[src/rtl/rv32im_pc_seq_pkg.sv]
// rv32im_pc_seq shared types: widths, fetch constants, sequencer states.
// Optional misaligned-target trap is enabled by API_PC_MISALIGN_TRAP_EN.
package rv32im_pc_seq_pkg;

  localparam int API_ADDR_WIDTH    = 32;
  localparam int API_DATA_WIDTH    = 32;
  localparam int PCSEQ_STATE_WIDTH = 3;

  typedef logic [API_ADDR_WIDTH-1:0] addr_t;
  typedef logic [API_DATA_WIDTH-1:0] data_t;

  localparam data_t API_NOP_INSTR = 32'h0000_0013;
  localparam addr_t API_PC_STEP   = 32'd4;

  typedef enum logic [PCSEQ_STATE_WIDTH-1:0] {
    PCSEQ_IDLE = 3'd0,
    PCSEQ_REQ  = 3'd1,
    PCSEQ_WAIT = 3'd2,
    PCSEQ_HOLD = 3'd3,
    PCSEQ_TRAP = 3'd4
  } pcseq_state_e;

  typedef struct packed {
    data_t instr;
    addr_t pc;
  } id_bundle_t;

  function automatic addr_t word_align(addr_t a);
    return a & ~addr_t'(3);
  endfunction

endpackage

[src/rtl/rv32im_pc_seq_if.sv]
// Fetch bus and decode handshake between the PC sequencer and its peers.
// master = sequencer side, slave = memory/decode side.
interface rv32im_pc_seq_if;
  import rv32im_pc_seq_pkg::*;

  logic  if_req_o;
  addr_t if_addr_o;
  logic  if_gnt_i;
  logic  if_rvalid_i;
  data_t if_rdata_i;

  logic  id_valid_o;
  logic  id_ready_i;
  data_t id_instr_o;
  addr_t id_pc_o;

  modport master (
    output if_req_o,
    output if_addr_o,
    input  if_gnt_i,
    input  if_rvalid_i,
    input  if_rdata_i,
    output id_valid_o,
    input  id_ready_i,
    output id_instr_o,
    output id_pc_o
  );

  modport slave (
    input  if_req_o,
    input  if_addr_o,
    output if_gnt_i,
    output if_rvalid_i,
    output if_rdata_i,
    input  id_valid_o,
    output id_ready_i,
    input  id_instr_o,
    input  id_pc_o
  );

endinterface

[src/rtl/rv32im_pc_seq.sv]
// PC sequencer: single-outstanding fetch, decode hold, branch redirect.
// Define API_PC_MISALIGN_TRAP_EN to trap on misaligned redirect targets.
module rv32im_pc_seq
  import rv32im_pc_seq_pkg::*;
#(
  parameter addr_t RESET_PC = 32'h0000_0000
) (
  input  logic            clk_i,
  input  logic            rst_ni,
  rv32im_pc_seq_if.master bus,
  input  logic            br_redirect_i,
  input  addr_t           br_target_i,
  output logic            exc_misalign_o,
  output addr_t           exc_addr_o
);

  pcseq_state_e state_q, state_d;
  addr_t        pc_q, pc_d;
  addr_t        addr_q, addr_d;
  logic         kill_q, kill_d;
  id_bundle_t   id_q, id_d;

  logic  redir;
  logic  trap_go;
  addr_t tgt;

  assign redir = br_redirect_i && (state_q != PCSEQ_TRAP);

`ifdef API_PC_MISALIGN_TRAP_EN
  assign tgt     = br_target_i;
  assign trap_go = redir && (br_target_i[1:0] != 2'b00);
`else
  assign tgt     = word_align(br_target_i);
  assign trap_go = 1'b0;
`endif

  always_comb begin
    state_d = state_q;
    pc_d    = pc_q;
    addr_d  = addr_q;
    kill_d  = kill_q;
    id_d    = id_q;

    unique case (state_q)
      PCSEQ_IDLE: state_d = PCSEQ_REQ;
      PCSEQ_REQ: begin
        if (bus.if_gnt_i) state_d = PCSEQ_WAIT;
      end
      PCSEQ_WAIT: begin
        if (bus.if_rvalid_i) begin
          if (kill_q || redir) begin
            state_d = PCSEQ_REQ;
            kill_d  = 1'b0;
          end else begin
            state_d  = PCSEQ_HOLD;
            id_d     = '{instr: bus.if_rdata_i, pc: addr_q};
            pc_d     = addr_q + API_PC_STEP;
          end
        end
      end
      PCSEQ_HOLD: begin
        if (bus.id_ready_i) state_d = PCSEQ_REQ;
      end
      PCSEQ_TRAP: state_d = PCSEQ_TRAP;
      default:    state_d = PCSEQ_IDLE;
    endcase

    // A request already on the bus must complete; its data is killed.
    if (redir) begin
      pc_d = tgt;
      if (state_q == PCSEQ_REQ) begin
        kill_d = 1'b1;
      end else if (state_q == PCSEQ_WAIT) begin
        if (!bus.if_rvalid_i) kill_d = 1'b1;
      end else begin
        state_d = PCSEQ_REQ;
      end
    end

    if (trap_go) state_d = PCSEQ_TRAP;

    if (state_d == PCSEQ_REQ && state_q != PCSEQ_REQ) begin
      addr_d = pc_d;
    end
  end

  always_ff @(posedge clk_i) begin
    if (!rst_ni) begin
      state_q <= PCSEQ_IDLE;
      pc_q    <= RESET_PC;
      addr_q  <= RESET_PC;
      kill_q  <= 1'b0;
      id_q    <= '{instr: API_NOP_INSTR, pc: '0};
    end else begin
      state_q <= state_d;
      pc_q    <= pc_d;
      addr_q  <= addr_d;
      kill_q  <= kill_d;
      id_q    <= id_d;
    end
  end

  assign bus.if_req_o   = (state_q == PCSEQ_REQ);
  assign bus.if_addr_o  = addr_q;
  assign bus.id_valid_o = (state_q == PCSEQ_HOLD) && !br_redirect_i;
  assign bus.id_instr_o = id_q.instr;
  assign bus.id_pc_o    = id_q.pc;

`ifdef API_PC_MISALIGN_TRAP_EN
  logic  exc_q, exc_d;
  addr_t exc_addr_q, exc_addr_d;

  always_comb begin
    exc_d      = exc_q | trap_go;
    exc_addr_d = trap_go ? br_target_i : exc_addr_q;
  end

  always_ff @(posedge clk_i) begin
    if (!rst_ni) begin
      exc_q      <= 1'b0;
      exc_addr_q <= '0;
    end else begin
      exc_q      <= exc_d;
      exc_addr_q <= exc_addr_d;
    end
  end

  assign exc_misalign_o = exc_q;
  assign exc_addr_o     = exc_addr_q;
`else
  assign exc_misalign_o = 1'b0;
  assign exc_addr_o     = '0;
`endif

endmodule

[src/flat_wrapper.sv]
// flat-port wrapper written by rule: the top's interface ports become plain ports
module rv32im_pc_seq_flat import rv32im_pc_seq_pkg::*;
#(
  parameter addr_t RESET_PC = 32'h0000_0000
)
  (clk_i, rst_ni, br_redirect_i, br_target_i, exc_misalign_o, exc_addr_o, bus_if_req_o, bus_if_addr_o, bus_if_gnt_i, bus_if_rvalid_i, bus_if_rdata_i, bus_id_valid_o, bus_id_ready_i, bus_id_instr_o, bus_id_pc_o);
  rv32im_pc_seq_if bus_i ();
  input  logic clk_i;
  input  logic rst_ni;
  input  logic br_redirect_i;
  input  addr_t br_target_i;
  output logic exc_misalign_o;
  output addr_t exc_addr_o;
  output wire logic [$bits(bus_i.if_req_o)-1:0] bus_if_req_o;
  output wire logic [$bits(bus_i.if_addr_o)-1:0] bus_if_addr_o;
  input wire logic [$bits(bus_i.if_gnt_i)-1:0] bus_if_gnt_i;
  input wire logic [$bits(bus_i.if_rvalid_i)-1:0] bus_if_rvalid_i;
  input wire logic [$bits(bus_i.if_rdata_i)-1:0] bus_if_rdata_i;
  output wire logic [$bits(bus_i.id_valid_o)-1:0] bus_id_valid_o;
  input wire logic [$bits(bus_i.id_ready_i)-1:0] bus_id_ready_i;
  output wire logic [$bits(bus_i.id_instr_o)-1:0] bus_id_instr_o;
  output wire logic [$bits(bus_i.id_pc_o)-1:0] bus_id_pc_o;
  assign bus_if_req_o = bus_i.if_req_o;
  assign bus_if_addr_o = bus_i.if_addr_o;
  assign bus_i.if_gnt_i = bus_if_gnt_i;
  assign bus_i.if_rvalid_i = bus_if_rvalid_i;
  assign bus_i.if_rdata_i = bus_if_rdata_i;
  assign bus_id_valid_o = bus_i.id_valid_o;
  assign bus_i.id_ready_i = bus_id_ready_i;
  assign bus_id_instr_o = bus_i.id_instr_o;
  assign bus_id_pc_o = bus_i.id_pc_o;
  rv32im_pc_seq #(.RESET_PC(RESET_PC)) u_core (.clk_i(clk_i), .rst_ni(rst_ni), .bus(bus_i), .br_redirect_i(br_redirect_i), .br_target_i(br_target_i), .exc_misalign_o(exc_misalign_o), .exc_addr_o(exc_addr_o));
endmodule
[config.mk]
export PLATFORM = sky130hd
export DESIGN_NAME = rv32im_pc_seq_flat
export DESIGN_NICKNAME = d
export VERILOG_FILES = /design/src/rtl/rv32im_pc_seq_pkg.sv /design/src/rtl/rv32im_pc_seq_if.sv /design/src/rtl/rv32im_pc_seq.sv /design/src/flat_wrapper.sv
export SDC_FILE = /design/constraint.sdc
export NUM_CORES = 1
export LEC_CHECK = 0
export ABC_AREA = 1
export BUFFER_PORTS_ARGS = -buffer_cell sky130_fd_sc_hd__buf_2
export CELL_PAD_IN_SITES_DETAIL_PLACEMENT = 1
export CELL_PAD_IN_SITES_GLOBAL_PLACEMENT = 2
export CORE_MARGIN = 2
export CORE_UTILIZATION = 27
export CTS_BUF_LIST = sky130_fd_sc_hd__clkbuf_16
export DETAILED_ROUTE_END_ITERATION = 12
export HOLD_SLACK_MARGIN = 0.12
export PLACE_DENSITY_LB_ADDON = 0.1
export SLEW_MARGIN = 20
export SYNTH_ARGS = -nofsm -noshare
export SYNTH_HDL_FRONTEND = slang
export SYNTH_SLANG_ARGS = --single-unit
[constraint.sdc]
create_clock -name clk_i -period 1.8 [get_ports clk_i]
set_input_delay 0.36 -clock clk_i [delete_from_list [all_inputs] [get_ports clk_i]]
set_output_delay 0.36 -clock clk_i [all_outputs]
set_load 0.02 [all_outputs]
==> impl_metrics.prom, run 1 <==
# TYPE chip_impl_metric gauge
chip_impl_metric{name="clkLatencyLatePin",unit="ps"} 420
chip_impl_metric{name="synth_enable_flop_cells",unit=""} 0
chip_impl_metric{name="ys_ff_latch",unit=""} 132
chip_impl_metric{name="antenna-diode-count",unit=""} 0
chip_impl_metric{name="timing.setup.tns",unit="ps"} 0
chip_impl_info{name="worst_path_dominant_cell_family",value="simple AND/OR/NAND/NOR gates"} 1
chip_impl_metric{name="synth-seq-area-share",unit="%"} 43.1
chip_impl_metric{name="crit_fanout",unit=""} 4
chip_impl_metric{name="io-pin-count",unit=""} 201
chip_impl_metric{name="setup_viol_count_final",unit=""} 0
chip_impl_info{name="grt_setup_unrepaired",value="yes"} 1
chip_impl_metric{name="dpl.hpwl",unit="um"} 15200
chip_impl_metric{name="layout.nets",unit=""} 1173
chip_impl_metric{name="first_global_vias",unit=""} 6073
chip_impl_metric{name="cells_after_synth",unit=""} 876
chip_impl_metric{name="hold_violations",unit=""} 0
chip_impl_info{name="startpoint",value="u_core.bus.if_addr_o[2]"} 1
chip_impl_metric{name="finalWorstSetupSlack",unit="ps"} 64.1
chip_impl_metric{name="floorplan.die_area",unit="um^2"} 23900
chip_impl_metric{name="drc_errors",unit=""} 0
chip_impl_metric{name="finalMaxSlewViolations",unit=""} 0
chip_impl_metric{name="max_ir_drop_vdd",unit="mV"} 0.523
chip_impl_metric{name="cap_viol_max_count",unit=""} 0
chip_impl_metric{name="first_pass_grt_wire_length",unit="um"} 33400
chip_impl_metric{name="pre_cts_slack",unit="ps"} -76.9
chip_impl_info{name="timing.hold.worst.class",value="in -> reg"} 1
chip_impl_metric{name="hold_ws",unit="ps"} 145
chip_impl_metric{name="floorplan.die.height",unit="um"} 155
chip_impl_info{name="worstSetupPathType",value="reg -> reg"} 1
chip_impl_metric{name="cp_num_cells",unit=""} 12
chip_impl_metric{name="die_w",unit="um"} 155
chip_impl_metric{name="asyncSetResetFlopFracSynth",unit="%"} 0
chip_impl_metric{name="finalWeightedCongestion",unit=""} 0.753
chip_impl_metric{name="post-layout-total-power",unit="mW"} 8.56
chip_impl_metric{name="drt_antenna_net_count",unit=""} 0
chip_impl_metric{name="cts.reportedPaths.clkPinSlew",unit="ps"} 70
chip_impl_metric{name="syn-cell-area",unit="um^2"} 6130
chip_impl_metric{name="final_cell_count_no_fill",unit=""} 1400
chip_impl_metric{name="crit_required",unit="ps"} 2120
chip_impl_metric{name="cpPeakStageDelay",unit="ps"} 360
chip_impl_metric{name="grt_antenna_before_repair",unit=""} 0
chip_impl_metric{name="drt-vias-per-instance",unit=""} 4.50
chip_impl_metric{name="global_route.overflow_total",unit=""} 0
chip_impl_metric{name="worstRegToRegCells",unit=""} 12
chip_impl_metric{name="final_min_period_over_clock_period",unit="%"} 96.4
chip_impl_info{name="yosys.cell_count.top_type",value="sky130_fd_sc_hd__nor2_1"} 1
chip_impl_metric{name="powerDensity",unit="nW/um^2"} 973
chip_impl_metric{name="fin_crit_period",unit="ps"} 1740
chip_impl_metric{name="post_dp_cell_area",unit="um^2"} 7530
chip_impl_info{name="regToRegEndpoint",value="u_core.bus.if_addr_o[20]"} 1
chip_impl_metric{name="design.core.area",unit="um^2"} 22400
chip_impl_info{name="reg2reg_from",value="u_core.bus.if_addr_o[2]"} 1
chip_impl_info{name="cpMaxStageDelayCell",value="sky130_fd_sc_hd__dfxtp_4"} 1
chip_impl_metric{name="reg2reg_slack",unit="ps"} 60
chip_impl_info{name="clock_tree.root_cell",value="sky130_fd_sc_hd__clkbuf_16"} 1
chip_impl_metric{name="synth.lib_cells_used.distinct",unit=""} 35
chip_impl_metric{name="cts.htree.levels",unit=""} 4
chip_impl_info{name="crit_path_cell_trace",value="ha_4 > nand2_1 > nor2_2 > buf_6 > nand3b_1 > nor2_1 > buf_4 > or2_2 > nand2_2 > nand2_1 > nor2_1 > nor2_1"} 1
chip_impl_metric{name="detailroute.via_count",unit=""} 6300
chip_impl_info{name="cp-endpoint",value="u_core.bus.if_addr_o[20]"} 1
chip_impl_metric{name="clock.fmax",unit="MHz"} 576
chip_impl_metric{name="portBuffers",unit=""} 165
chip_impl_metric{name="drive_gt1_share",unit="%"} 32.3
chip_impl_info{name="timing.critical_path.mode_cell",value="sky130_fd_sc_hd__nor2_1"} 1
chip_impl_metric{name="syn_avg_cell_area",unit="um^2"} 7.00
chip_impl_metric{name="placed_cells",unit=""} 1344
chip_impl_metric{name="timing.critical_path.arrival",unit="ps"} 2050
chip_impl_metric{name="violation_count_after_the_first_detailed_route_iteration",unit=""} 297
chip_impl_metric{name="cts.sinks",unit=""} 132
chip_impl_metric{name="skew",unit="ps"} 11.5
chip_impl_info{name="kind_of_start_point_of_the_critical_path",value="register"} 1
chip_impl_info{name="synth_ff_type",value="sky130_fd_sc_hd__dfxtp_1"} 1
chip_impl_metric{name="wire_per_inst",unit="um"} 16.3
chip_impl_metric{name="initial_core_util",unit="%"} 27.3
chip_impl_metric{name="cts_buffers",unit=""} 17
chip_impl_metric{name="placementRows",unit=""} 55
chip_impl_metric{name="cp_num_buf_inv",unit=""} 2
chip_impl_metric{name="final_cell_area",unit="um^2"} 8800
chip_impl_info{name="status",value="complete, no violations"} 1
chip_impl_info{name="ys_top_cells_by_count",value="182 x sky130_fd_sc_hd__nor2_1, 168 x sky130_fd_sc_hd__nand2_1, 132 x sky130_fd_sc_hd__dfxtp_1"} 1
chip_impl_info{name="post-synth-top-area-cell",value="sky130_fd_sc_hd__dfxtp_1"} 1
chip_impl_metric{name="ctsHoldBuffers",unit=""} 0
chip_impl_metric{name="yosysTopAreaCellShare",unit="%"} 43.1
chip_impl_info{name="cts_tree",value="yes"} 1
chip_impl_metric{name="drt_first_pass_iters",unit=""} 4
chip_impl_metric{name="groute.usage.overall",unit="%"} 17.8
chip_impl_metric{name="synth-warning-count",unit=""} 0
chip_impl_metric{name="drt_wl_total",unit="um"} 22900
chip_impl_metric{name="syn2layout_area_growth",unit="%"} 43.6
chip_impl_info{name="endpoint_kind",value="register"} 1
chip_impl_metric{name="pin_count_of_the_biggest_net_entering_global_routing",unit=""} 59
chip_impl_metric{name="finish.utilization",unit="%"} 39.2
chip_impl_metric{name="leakage",unit="nW"} 4.10
chip_impl_metric{name="cts_buffer_depth",unit=""} 2
chip_impl_info{name="synth.area.top_cells",value="sky130_fd_sc_hd__dfxtp_1 43%, sky130_fd_sc_hd__nor2_1 11%, sky130_fd_sc_hd__nand2_1 10%"} 1
chip_impl_metric{name="fillerInstances",unit=""} 2810
==> power breakdown <==
part           switching, mW  internal (mW)
registers              0.127           3.10
clock network           1.44           2.33
logic                  0.963          0.599
==> cell families (layout without fill, tap and decap cells) <==
family | count (synthesis) | after routing | synth area share, %
other cells | 1 | 33 | 0.0612
flops | 132 | 132 | 43.1
xor+xnor | 9 | 9 | 1.29
buf+inv | 132 | 339 | 11.8
compound gates | 164 | 164 | 13.9
simple gates | 437 | 437 | 29.7
fa+ha+maj | 1 | 1 | 0.204
==> sequential cells by signal, indices dropped and copies added (netlist names) <==
name                   count
u_core.pc_q               32
u_core.kill_q              1
u_core.bus.id_pc_o        32
u_core.bus.id_instr_o     32
u_core.bus.if_addr_o      32
u_core.state_q             3
==> placed cells by master (no fill, tap or decap), types with 10 or more instances in the layout <==
| cell | Yosys | routed |
|---|---|---|
| sky130_fd_sc_hd__buf_12 | 0 | 15 |
| sky130_fd_sc_hd__o21ai_1 | 7 | 11 |
| sky130_fd_sc_hd__or2_2 | 10 | 10 |
| sky130_fd_sc_hd__o21ai_0 | 86 | 80 |
| sky130_fd_sc_hd__nor2_2 | 4 | 11 |
| sky130_fd_sc_hd__inv_1 | 48 | 48 |
| sky130_fd_sc_hd__buf_2 | 13 | 165 |
| sky130_fd_sc_hd__conb_1 | 1 | 33 |
| sky130_fd_sc_hd__clkbuf_16 | 0 | 23 |
| sky130_fd_sc_hd__nand3_1 | 55 | 48 |
| sky130_fd_sc_hd__nand2_1 | 168 | 162 |
| sky130_fd_sc_hd__a21oi_1 | 60 | 53 |
| sky130_fd_sc_hd__buf_4 | 37 | 59 |
| sky130_fd_sc_hd__dfxtp_1 | 132 | 126 |
| sky130_fd_sc_hd__nor2_1 | 182 | 170 |
==> routing by layer <==
metal,vias up,global-route usage (%),routed length [um]
li1,3198,-,-
met1,2951,24.5,11500
met2,138,28.6,10200
met3,13,3.67,920
met4,0,4.19,222
met5,-,0,0
==> worst register-to-register path: cells and delay by family, from the launching register on <==
| family | cells | cell delay, ps |
|---|---|---|
| simple gates | 9 | 860 |
| buf+inv | 2 | 270 |
| flops | 1 | 360 |
| fa+ha+maj | 1 | 160 |
==> cell type report <==
type / count / area, um^2 / area share [%]
Clock buffer: 17 / 425 / 4.83
Clock inverter: 15 / 204 / 2.32
Inverter: 53 / 209 / 2.37
Multi-Input combinational cell: 644 / 3110 / 35.3
Sequential cell: 132 / 2660 / 30.2
Tap cell: 285 / 357 / 4.05
Timing Repair Buffer: 254 / 1840 / 20.9
==> worst min-delay path by stage <==
stage	startpoint	to	slack (ps)	cells past startpoint
2_1_floorplan	u_core.kill_q	u_core.kill_q	450	2
3_5_place_dp	u_core.bus.id_pc_o[0]	u_core.bus.id_pc_o[0]	460	2
5_1_grt	bus_if_rdata_i[4]	u_core.bus.id_instr_o[4]	140	3
3_3_place_gp	u_core.bus.id_instr_o[1]	u_core.bus.id_instr_o[1]	450	2
4_1_cts	bus_if_rdata_i[4]	u_core.bus.id_instr_o[4]	130	3
6_report	bus_if_rdata_i[1]	u_core.bus.id_instr_o[1]	150	3
==> timing repair <==
action / in CTS / in global routing
setup buffers: 0 / 17
cloned: 0 / 7
pin swaps: 0 / 20
hold endpoints to repair: 0 / 0
resized for setup: 3 / 84
setup endpoints to repair: 19 / 60
Power figures use the tool's default switching activity.
==> inputs of run 2 (changes only) <==
--- a/config.mk
+++ b/config.mk
@@ -6,14 +6,15 @@
 export NUM_CORES = 1
 export LEC_CHECK = 0
 export ABC_AREA = 1
-export BUFFER_PORTS_ARGS = -buffer_cell sky130_fd_sc_hd__buf_2
 export CELL_PAD_IN_SITES_DETAIL_PLACEMENT = 1
 export CELL_PAD_IN_SITES_GLOBAL_PLACEMENT = 2
 export CORE_MARGIN = 2
-export CORE_UTILIZATION = 27
+export CORE_UTILIZATION = 33
 export CTS_BUF_LIST = sky130_fd_sc_hd__clkbuf_16
 export DETAILED_ROUTE_END_ITERATION = 12
+export DONT_BUFFER_PORTS = 1
 export HOLD_SLACK_MARGIN = 0.12
+export MAX_ROUTING_LAYER = met4
 export PLACE_DENSITY_LB_ADDON = 0.1
 export SLEW_MARGIN = 20
 export SYNTH_ARGS = -nofsm -noshare
==> run 2 against run 1 <==
Against the previous run:
- wire length decreased by 6.6%
- highest routed layer unchanged
- clock power decreased by 11%
- clock skew increased by 0.68 ps
- count of clock-buffer cells in the layout unchanged
- first-iteration DRC count decreased by 14%
- global-route usage increased by 4.5 points
- sequential cell count unchanged
- non-clock buffer count decreased by 144
- design area decreased by 11%
- via count decreased by 6.8%
- largest cell class unchanged
==> impl_metrics.prom, run 2 (same netlist as run 1, synthesis figures left out) <==
# TYPE chip_impl_metric gauge
chip_impl_info{name="status",value="complete, no violations"} 1
chip_impl_metric{name="floorplan.die_area",unit="um^2"} 19700
chip_impl_metric{name="clkLatencyLatePin",unit="ps"} 420
chip_impl_metric{name="layout.nets",unit=""} 1029
chip_impl_info{name="worstSetupPathType",value="reg -> reg"} 1
chip_impl_metric{name="antenna-diode-count",unit=""} 0
chip_impl_metric{name="leakage",unit="nW"} 3.34
chip_impl_metric{name="finalMaxSlewViolations",unit=""} 0
chip_impl_metric{name="dpl.hpwl",unit="um"} 14400
chip_impl_metric{name="post_dp_cell_area",unit="um^2"} 6660
chip_impl_metric{name="clock.fmax",unit="MHz"} 580
chip_impl_metric{name="floorplan.die.height",unit="um"} 140
chip_impl_metric{name="drt_wl_total",unit="um"} 21400
chip_impl_metric{name="setup_viol_count_final",unit=""} 0
chip_impl_metric{name="crit_fanout",unit=""} 4
chip_impl_metric{name="drc_errors",unit=""} 0
chip_impl_metric{name="hold_violations",unit=""} 0
chip_impl_metric{name="violation_count_after_the_first_detailed_route_iteration",unit=""} 255
chip_impl_metric{name="portBuffers",unit=""} 0
chip_impl_metric{name="drive_gt1_share",unit="%"} 17.9
chip_impl_metric{name="grt_antenna_before_repair",unit=""} 0
chip_impl_metric{name="drt_antenna_net_count",unit=""} 0
chip_impl_metric{name="skew",unit="ps"} 12.2
chip_impl_info{name="grt_setup_unrepaired",value="yes"} 1
chip_impl_metric{name="global_route.overflow_total",unit=""} 0
chip_impl_metric{name="cts_buffers",unit=""} 17
chip_impl_metric{name="final_cell_area",unit="um^2"} 7870
chip_impl_metric{name="cts_buffer_depth",unit=""} 2
chip_impl_metric{name="cap_viol_max_count",unit=""} 0
chip_impl_metric{name="fin_crit_period",unit="ps"} 1730
chip_impl_info{name="timing.hold.worst.class",value="in -> reg"} 1
chip_impl_metric{name="wire_per_inst",unit="um"} 17.8
chip_impl_metric{name="groute.usage.overall",unit="%"} 22.3
chip_impl_metric{name="finalWeightedCongestion",unit=""} 0.817
chip_impl_metric{name="timing.critical_path.arrival",unit="ps"} 2040
chip_impl_metric{name="crit_required",unit="ps"} 2110
chip_impl_info{name="layout.cells.most_common_list",value="173 x sky130_fd_sc_hd__nor2_1, 166 x sky130_fd_sc_hd__nand2_1, 125 x sky130_fd_sc_hd__dfxtp_1"} 1
chip_impl_metric{name="first_pass_grt_wire_length",unit="um"} 33200
chip_impl_metric{name="cts.sinks",unit=""} 132
chip_impl_metric{name="powerDensity",unit="nW/um^2"} 1010
chip_impl_metric{name="cts.reportedPaths.clkPinSlew",unit="ps"} 60
chip_impl_metric{name="io-pin-count",unit=""} 201
chip_impl_metric{name="max_ir_drop_vdd",unit="mV"} 0.669
chip_impl_info{name="clock_tree.root_cell",value="sky130_fd_sc_hd__clkbuf_16"} 1
chip_impl_metric{name="final_min_period_over_clock_period",unit="%"} 95.8
chip_impl_info{name="cts_tree",value="yes"} 1
chip_impl_metric{name="design.core.area",unit="um^2"} 18100
chip_impl_metric{name="drt-vias-per-instance",unit=""} 4.90
chip_impl_metric{name="post-layout-total-power",unit="mW"} 7.98
chip_impl_metric{name="initial_core_util",unit="%"} 33.9
chip_impl_metric{name="pin_count_of_the_biggest_net_entering_global_routing",unit=""} 94
chip_impl_info{name="layout_commonest_cell",value="sky130_fd_sc_hd__nor2_1"} 1
chip_impl_metric{name="fillerInstances",unit=""} 2226
chip_impl_metric{name="finish.utilization",unit="%"} 43.5
chip_impl_metric{name="detailroute.via_count",unit=""} 5869
chip_impl_metric{name="cts.htree.levels",unit=""} 4
chip_impl_info{name="kind_of_start_point_of_the_critical_path",value="register"} 1
chip_impl_metric{name="syn2layout_area_growth",unit="%"} 28.4
chip_impl_metric{name="first_global_vias",unit=""} 6040
chip_impl_info{name="endpoint_kind",value="register"} 1
chip_impl_metric{name="drt_first_pass_iters",unit=""} 4
chip_impl_metric{name="placementRows",unit=""} 49
chip_impl_metric{name="die_w",unit="um"} 140
[run 2: cell types whose count changed in the layout (fill, tap and decap cells not counted), moves of 5 or more]
cell,before,now
sky130_fd_sc_hd__o21ai_0,80,86
sky130_fd_sc_hd__dlygate4sd3_1,0,30
sky130_fd_sc_hd__clkbuf_16,23,18
sky130_fd_sc_hd__buf_2,165,0
sky130_fd_sc_hd__buf_12,15,10
[run 2: worst paths after layout]
| check | from | cells past startpoint | end | slack, ps |
|---|---|---|---|---|
| max | u_core.bus.if_addr_o[2] | 11 | u_core.bus.if_addr_o[20] | 70 |
| min | br_target_i[8] | 2 | u_core.pc_q[8] | 120 |
| max reg2reg | u_core.bus.if_addr_o[2] | 11 | u_core.bus.if_addr_o[20] | 70 |
| min reg2reg | u_core.kill_q | 2 | u_core.kill_q | 470 |
[run 2: through the flow]
stage	hold slack, ps	cells	setup TNS, ps	setup WS [ps]
floorplan	445	908	0	54.2
global placement	454	1126	0	32.5
detailed placement	456	1126	-221	-56.6
CTS	121	1194	0	3.11
global route	122	1198	-364	-45.7
finish	117	1198	0	74.8
[run 2: timing repair]
| action | 4_1_cts | 5_1_grt |
|---|---|---|
| cloned | 1 | 1 |
| buffers inserted | 7 | 3 |
| setup endpoints to repair | 12 | 81 |
| pin swaps | 2 | 12 |
| gates resized for setup | 10 | 45 |
| endpoints found under the hold margin | 97 | 1 |
| hold buffers | 30 | 1 |
[run 2: worst max-delay path: stages (launching register included)]
cell and delay, ps:
sky130_fd_sc_hd__dfxtp_2 320, sky130_fd_sc_hd__ha_1 200, sky130_fd_sc_hd__nand2_1 120, sky130_fd_sc_hd__nor2_4 70
sky130_fd_sc_hd__nand3b_1 140, sky130_fd_sc_hd__nor2_1 60, sky130_fd_sc_hd__buf_4 150, sky130_fd_sc_hd__or2_2 280
sky130_fd_sc_hd__nand2_2 80, sky130_fd_sc_hd__nand2_1 50, sky130_fd_sc_hd__nor2_1 100, sky130_fd_sc_hd__nor2_1 50
[run 2: per-layer routing]
layer  share of wire [%]  GRT usage (%)
met5                   0              -
met4                0.74           5.74
met3                 5.7           6.50
met2                  48           35.7
met1                  45           27.6
[run 2: layout make-up]
type	instances	area (um^2)	share of cell area (%)
tap	229	287	3.64
clock buffer	17	425	5.41
sequential	132	2660	33.8
inverter	53	211	2.69
timing repair buffer	110	1110	14.1
clock inverter	13	135	1.72
multi-input combinational	644	3040	38.7
[run 2: report_power, final]
group,switching [mW],internal [mW]
Clock,1.34,2.02
Sequential,0.165,3.10
Combinational,0.872,0.492
Total,2.38,5.61
==> inputs of run 3 (changes only) <==
--- a/config.mk
+++ b/config.mk
@@ -5,11 +5,10 @@
 export SDC_FILE = /design/constraint.sdc
 export NUM_CORES = 1
 export LEC_CHECK = 0
-export ABC_AREA = 1
 export CELL_PAD_IN_SITES_DETAIL_PLACEMENT = 1
 export CELL_PAD_IN_SITES_GLOBAL_PLACEMENT = 2
 export CORE_MARGIN = 2
-export CORE_UTILIZATION = 33
+export CORE_UTILIZATION = 35
 export CTS_BUF_LIST = sky130_fd_sc_hd__clkbuf_16
 export DETAILED_ROUTE_END_ITERATION = 12
 export DONT_BUFFER_PORTS = 1
==> run 3 against run 2 <==
Against the previous run:
- the flow now finishes with violations (setup timing)
- wire length up 4.2%
- register-to-register slack got worse by 130 ps
- sequential power is 2% lower
- sequential share of layout area is 2.3 points lower
- first-iteration DRC count shrank 5.9%
==> impl_metrics.prom, run 3 <==
# TYPE chip_impl_metric gauge
chip_impl_metric{name="drc_errors",unit=""} 0
chip_impl_metric{name="cts_buffer_depth",unit=""} 2
chip_impl_metric{name="violation_count_after_the_first_detailed_route_iteration",unit=""} 240
chip_impl_metric{name="drt_antenna_net_count",unit=""} 0
chip_impl_metric{name="worstRegToRegCells",unit=""} 6
chip_impl_info{name="worstSetupPathType",value="reg -> reg"} 1
chip_impl_metric{name="crit_fanout",unit=""} 5
chip_impl_info{name="kind_of_start_point_of_the_critical_path",value="register"} 1
chip_impl_metric{name="detailroute.via_count",unit=""} 5742
chip_impl_metric{name="synth.lib_cells_used.distinct",unit=""} 61
chip_impl_metric{name="clkLatencyLatePin",unit="ps"} 420
chip_impl_metric{name="pin_count_of_the_biggest_net_entering_global_routing",unit=""} 41
chip_impl_metric{name="fin_crit_period",unit="ps"} 1850
chip_impl_info{name="status",value="complete, but fails checks"} 1
chip_impl_metric{name="finish.utilization",unit="%"} 52.0
chip_impl_metric{name="cells_after_synth",unit=""} 713
chip_impl_metric{name="holdPathStages",unit=""} 2
chip_impl_info{name="synth.area.top_cells",value="sky130_fd_sc_hd__dfxtp_1 45%, sky130_fd_sc_hd__nand2_1 10%, sky130_fd_sc_hd__a21oi_1 8.4%"} 1
chip_impl_metric{name="portBuffers",unit=""} 0
chip_impl_metric{name="drive_gt1_share",unit="%"} 30.6
chip_impl_info{name="worst_path_dominant_cell_family",value="simple AND/OR/NAND/NOR gates"} 1
chip_impl_metric{name="design.core.area",unit="um^2"} 16500
chip_impl_info{name="grt_setup_unrepaired",value="yes"} 1
chip_impl_metric{name="drt_wl_total",unit="um"} 22300
chip_impl_info{name="synth_ff_type",value="sky130_fd_sc_hd__dfxtp_1"} 1
chip_impl_metric{name="final_cell_area",unit="um^2"} 8560
chip_impl_metric{name="wire_per_inst",unit="um"} 20.8
chip_impl_metric{name="io-pin-count",unit=""} 201
chip_impl_metric{name="setup_viol_count_final",unit=""} 13
chip_impl_metric{name="timing.critical_path.arrival",unit="ps"} 2170
chip_impl_metric{name="synth-seq-area-share",unit="%"} 45.1
chip_impl_metric{name="cpPeakStageDelay",unit="ps"} 570
chip_impl_info{name="endpoint_kind",value="register"} 1
chip_impl_metric{name="final_min_period_over_clock_period",unit="%"} 103
chip_impl_metric{name="clock.fmax",unit="MHz"} 539
chip_impl_info{name="violations",value="setup timing"} 1
chip_impl_info{name="timing.hold.worst.class",value="in -> reg"} 1
chip_impl_metric{name="initial_core_util",unit="%"} 35.6
chip_impl_metric{name="yosysTopAreaCellShare",unit="%"} 45.1
chip_impl_metric{name="floorplan.die.height",unit="um"} 133
chip_impl_metric{name="syn-cell-area",unit="um^2"} 5860
chip_impl_info{name="cts_tree",value="yes"} 1
chip_impl_metric{name="crit_required",unit="ps"} 2110
chip_impl_metric{name="first_pass_grt_wire_length",unit="um"} 33400
chip_impl_metric{name="ys_ff_latch",unit=""} 132
chip_impl_metric{name="finalWorstSetupSlack",unit="ps"} -54.1
chip_impl_metric{name="max_ir_drop_vdd",unit="mV"} 0.691
chip_impl_info{name="timing.critical_path.mode_cell",value="sky130_fd_sc_hd__nand4_1"} 1
chip_impl_metric{name="finalMaxSlewViolations",unit=""} 0
chip_impl_metric{name="post_dp_cell_area",unit="um^2"} 6710
chip_impl_metric{name="finalWeightedCongestion",unit=""} 0.789
chip_impl_metric{name="dpl.hpwl",unit="um"} 14800
chip_impl_info{name="clock_tree.root_cell",value="sky130_fd_sc_hd__clkbuf_16"} 1
chip_impl_metric{name="die_w",unit="um"} 133
chip_impl_metric{name="timing.setup.tns",unit="ps"} -247
chip_impl_info{name="ys_top_cells_by_count",value="162 x sky130_fd_sc_hd__nand2_1, 132 x sky130_fd_sc_hd__dfxtp_1, 98 x sky130_fd_sc_hd__a21oi_1"} 1
chip_impl_metric{name="cts_buffers",unit=""} 17
chip_impl_metric{name="drt_first_pass_iters",unit=""} 5
chip_impl_metric{name="leakage",unit="nW"} 3.25
chip_impl_metric{name="antenna-diode-count",unit=""} 0
chip_impl_metric{name="cp_num_cells",unit=""} 6
chip_impl_metric{name="tightestPinTransition",unit="ps"} 515
chip_impl_metric{name="placementRows",unit=""} 47
chip_impl_metric{name="syn_avg_cell_area",unit="um^2"} 8.22
chip_impl_metric{name="asyncSetResetFlopFracSynth",unit="%"} 0
chip_impl_metric{name="final_cell_count_no_fill",unit=""} 1072
chip_impl_metric{name="cts.htree.levels",unit=""} 4
chip_impl_info{name="post-synth-top-area-cell",value="sky130_fd_sc_hd__dfxtp_1"} 1
chip_impl_info{name="crit_path_cell_trace",value="nand4_1 > buf_6 > or4_4 > o211ai_1 > nand4_1 > o211a_1"} 1
chip_impl_metric{name="layout.nets",unit=""} 910
chip_impl_metric{name="groute.usage.overall",unit="%"} 24.8
chip_impl_metric{name="global_route.overflow_total",unit=""} 0
chip_impl_metric{name="drt-vias-per-instance",unit=""} 5.36
chip_impl_info{name="cpMaxStageDelayCell",value="sky130_fd_sc_hd__or4_4"} 1
chip_impl_metric{name="placed_cells",unit=""} 980
chip_impl_metric{name="first_global_vias",unit=""} 6099
chip_impl_info{name="yosys.cell_count.top_type",value="sky130_fd_sc_hd__nand2_1"} 1
chip_impl_metric{name="grt_antenna_before_repair",unit=""} 0
chip_impl_metric{name="post-layout-total-power",unit="mW"} 8.24
chip_impl_metric{name="synth_enable_flop_cells",unit=""} 0
chip_impl_metric{name="powerDensity",unit="nW/um^2"} 962
chip_impl_metric{name="floorplan.die_area",unit="um^2"} 17800
chip_impl_info{name="layout_commonest_cell",value="sky130_fd_sc_hd__nand2_1"} 1
chip_impl_metric{name="hold_violations",unit=""} 0
chip_impl_metric{name="cts.reportedPaths.clkPinSlew",unit="ps"} 60
chip_impl_metric{name="cp_num_buf_inv",unit=""} 1
chip_impl_metric{name="skew",unit="ps"} 4.72
chip_impl_metric{name="cap_viol_max_count",unit=""} 0
chip_impl_info{name="layout.cells.most_common_list",value="159 x sky130_fd_sc_hd__nand2_1, 114 x sky130_fd_sc_hd__dfxtp_1, 86 x sky130_fd_sc_hd__buf_4"} 1
chip_impl_metric{name="max_slew_margin",unit="%"} 65.6
chip_impl_metric{name="syn2layout_area_growth",unit="%"} 46.0
chip_impl_metric{name="synth-warning-count",unit=""} 0
chip_impl_metric{name="cts.sinks",unit=""} 132
[run 3: cell types whose count changed after synthesis, moves of 10 or more]
cell	change
sky130_fd_sc_hd__inv_1	-41
sky130_fd_sc_hd__o22ai_1	+10
sky130_fd_sc_hd__clkbuf_1	+12
sky130_fd_sc_hd__a21oi_1	+38
sky130_fd_sc_hd__nand4_1	+12
sky130_fd_sc_hd__nand3_1	-39
sky130_fd_sc_hd__o21ai_0	-74
sky130_fd_sc_hd__nor2_1	-158
[run 3: per-layer routing]
metal  GRT usage (%)  share of wire (%)  vias up
met5               -                  0        -
met4            8.39                2.3        0
met3            6.62                7.2       37
met2            41.8                 51      197
met1            28.5                 40     2799
li1                -                  -     2709
[run 3: worst paths after layout]
kind | from | end | slack, ps
min reg2reg | u_core.pc_q[0] | u_core.pc_q[0] | 460
max reg2reg | u_core.bus.if_addr_o[8] | u_core.bus.if_addr_o[21] | -50
max | u_core.bus.if_addr_o[8] | u_core.bus.if_addr_o[21] | -50
min | rst_ni | u_core.bus.if_addr_o[27] | 130
[run 3: logic make-up after synthesis]
logic type | Yosys count | share of synthesized area, %
mux | 9 | 1.58
other cells | 1 | 0.0640
simple gates | 274 | 21.8
xor+xnor | 15 | 2.24
compound gates | 187 | 20.4
buf+inv | 94 | 8.58
flops | 132 | 45.1
fa+ha+maj | 1 | 0.213
[run 3: what timing repair did]
| item | in CTS | in global routing |
|---|---|---|
| gates resized for setup | 42 | 89 |
| pin swaps | 14 | 30 |
| gates cloned | 1 | 4 |
| setup buffers | 9 | 10 |
| endpoints found under the setup margin | 95 | 75 |
| hold buffers | 37 | 0 |
| hold endpoints to repair | 67 | 0 |
[run 3: final cells by class]
cell class | count | area (um^2)
flip-flops and latches | 132 | 2690
repair buffers | 162 | 1600
inverters | 7 | 26.3
clock inverters | 13 | 151
fillers | 1894 | 7910
multi-input cells | 519 | 3340
clock buffers | 19 | 475
well taps | 220 | 275
[run 3: power by group]
group          switching (mW)  internal [mW]
clock                    1.37           2.33
combinational           0.787          0.568
sequential              0.119           3.06
[run 3: metrics by stage]
step	hold slack (ps)	worst slack, ps
after CTS	122	-41.1
after global routing	131	-155
after detailed placement	450	-143
after floorplan	430	-51.3
after global placement	438	-112
final	132	-54.1
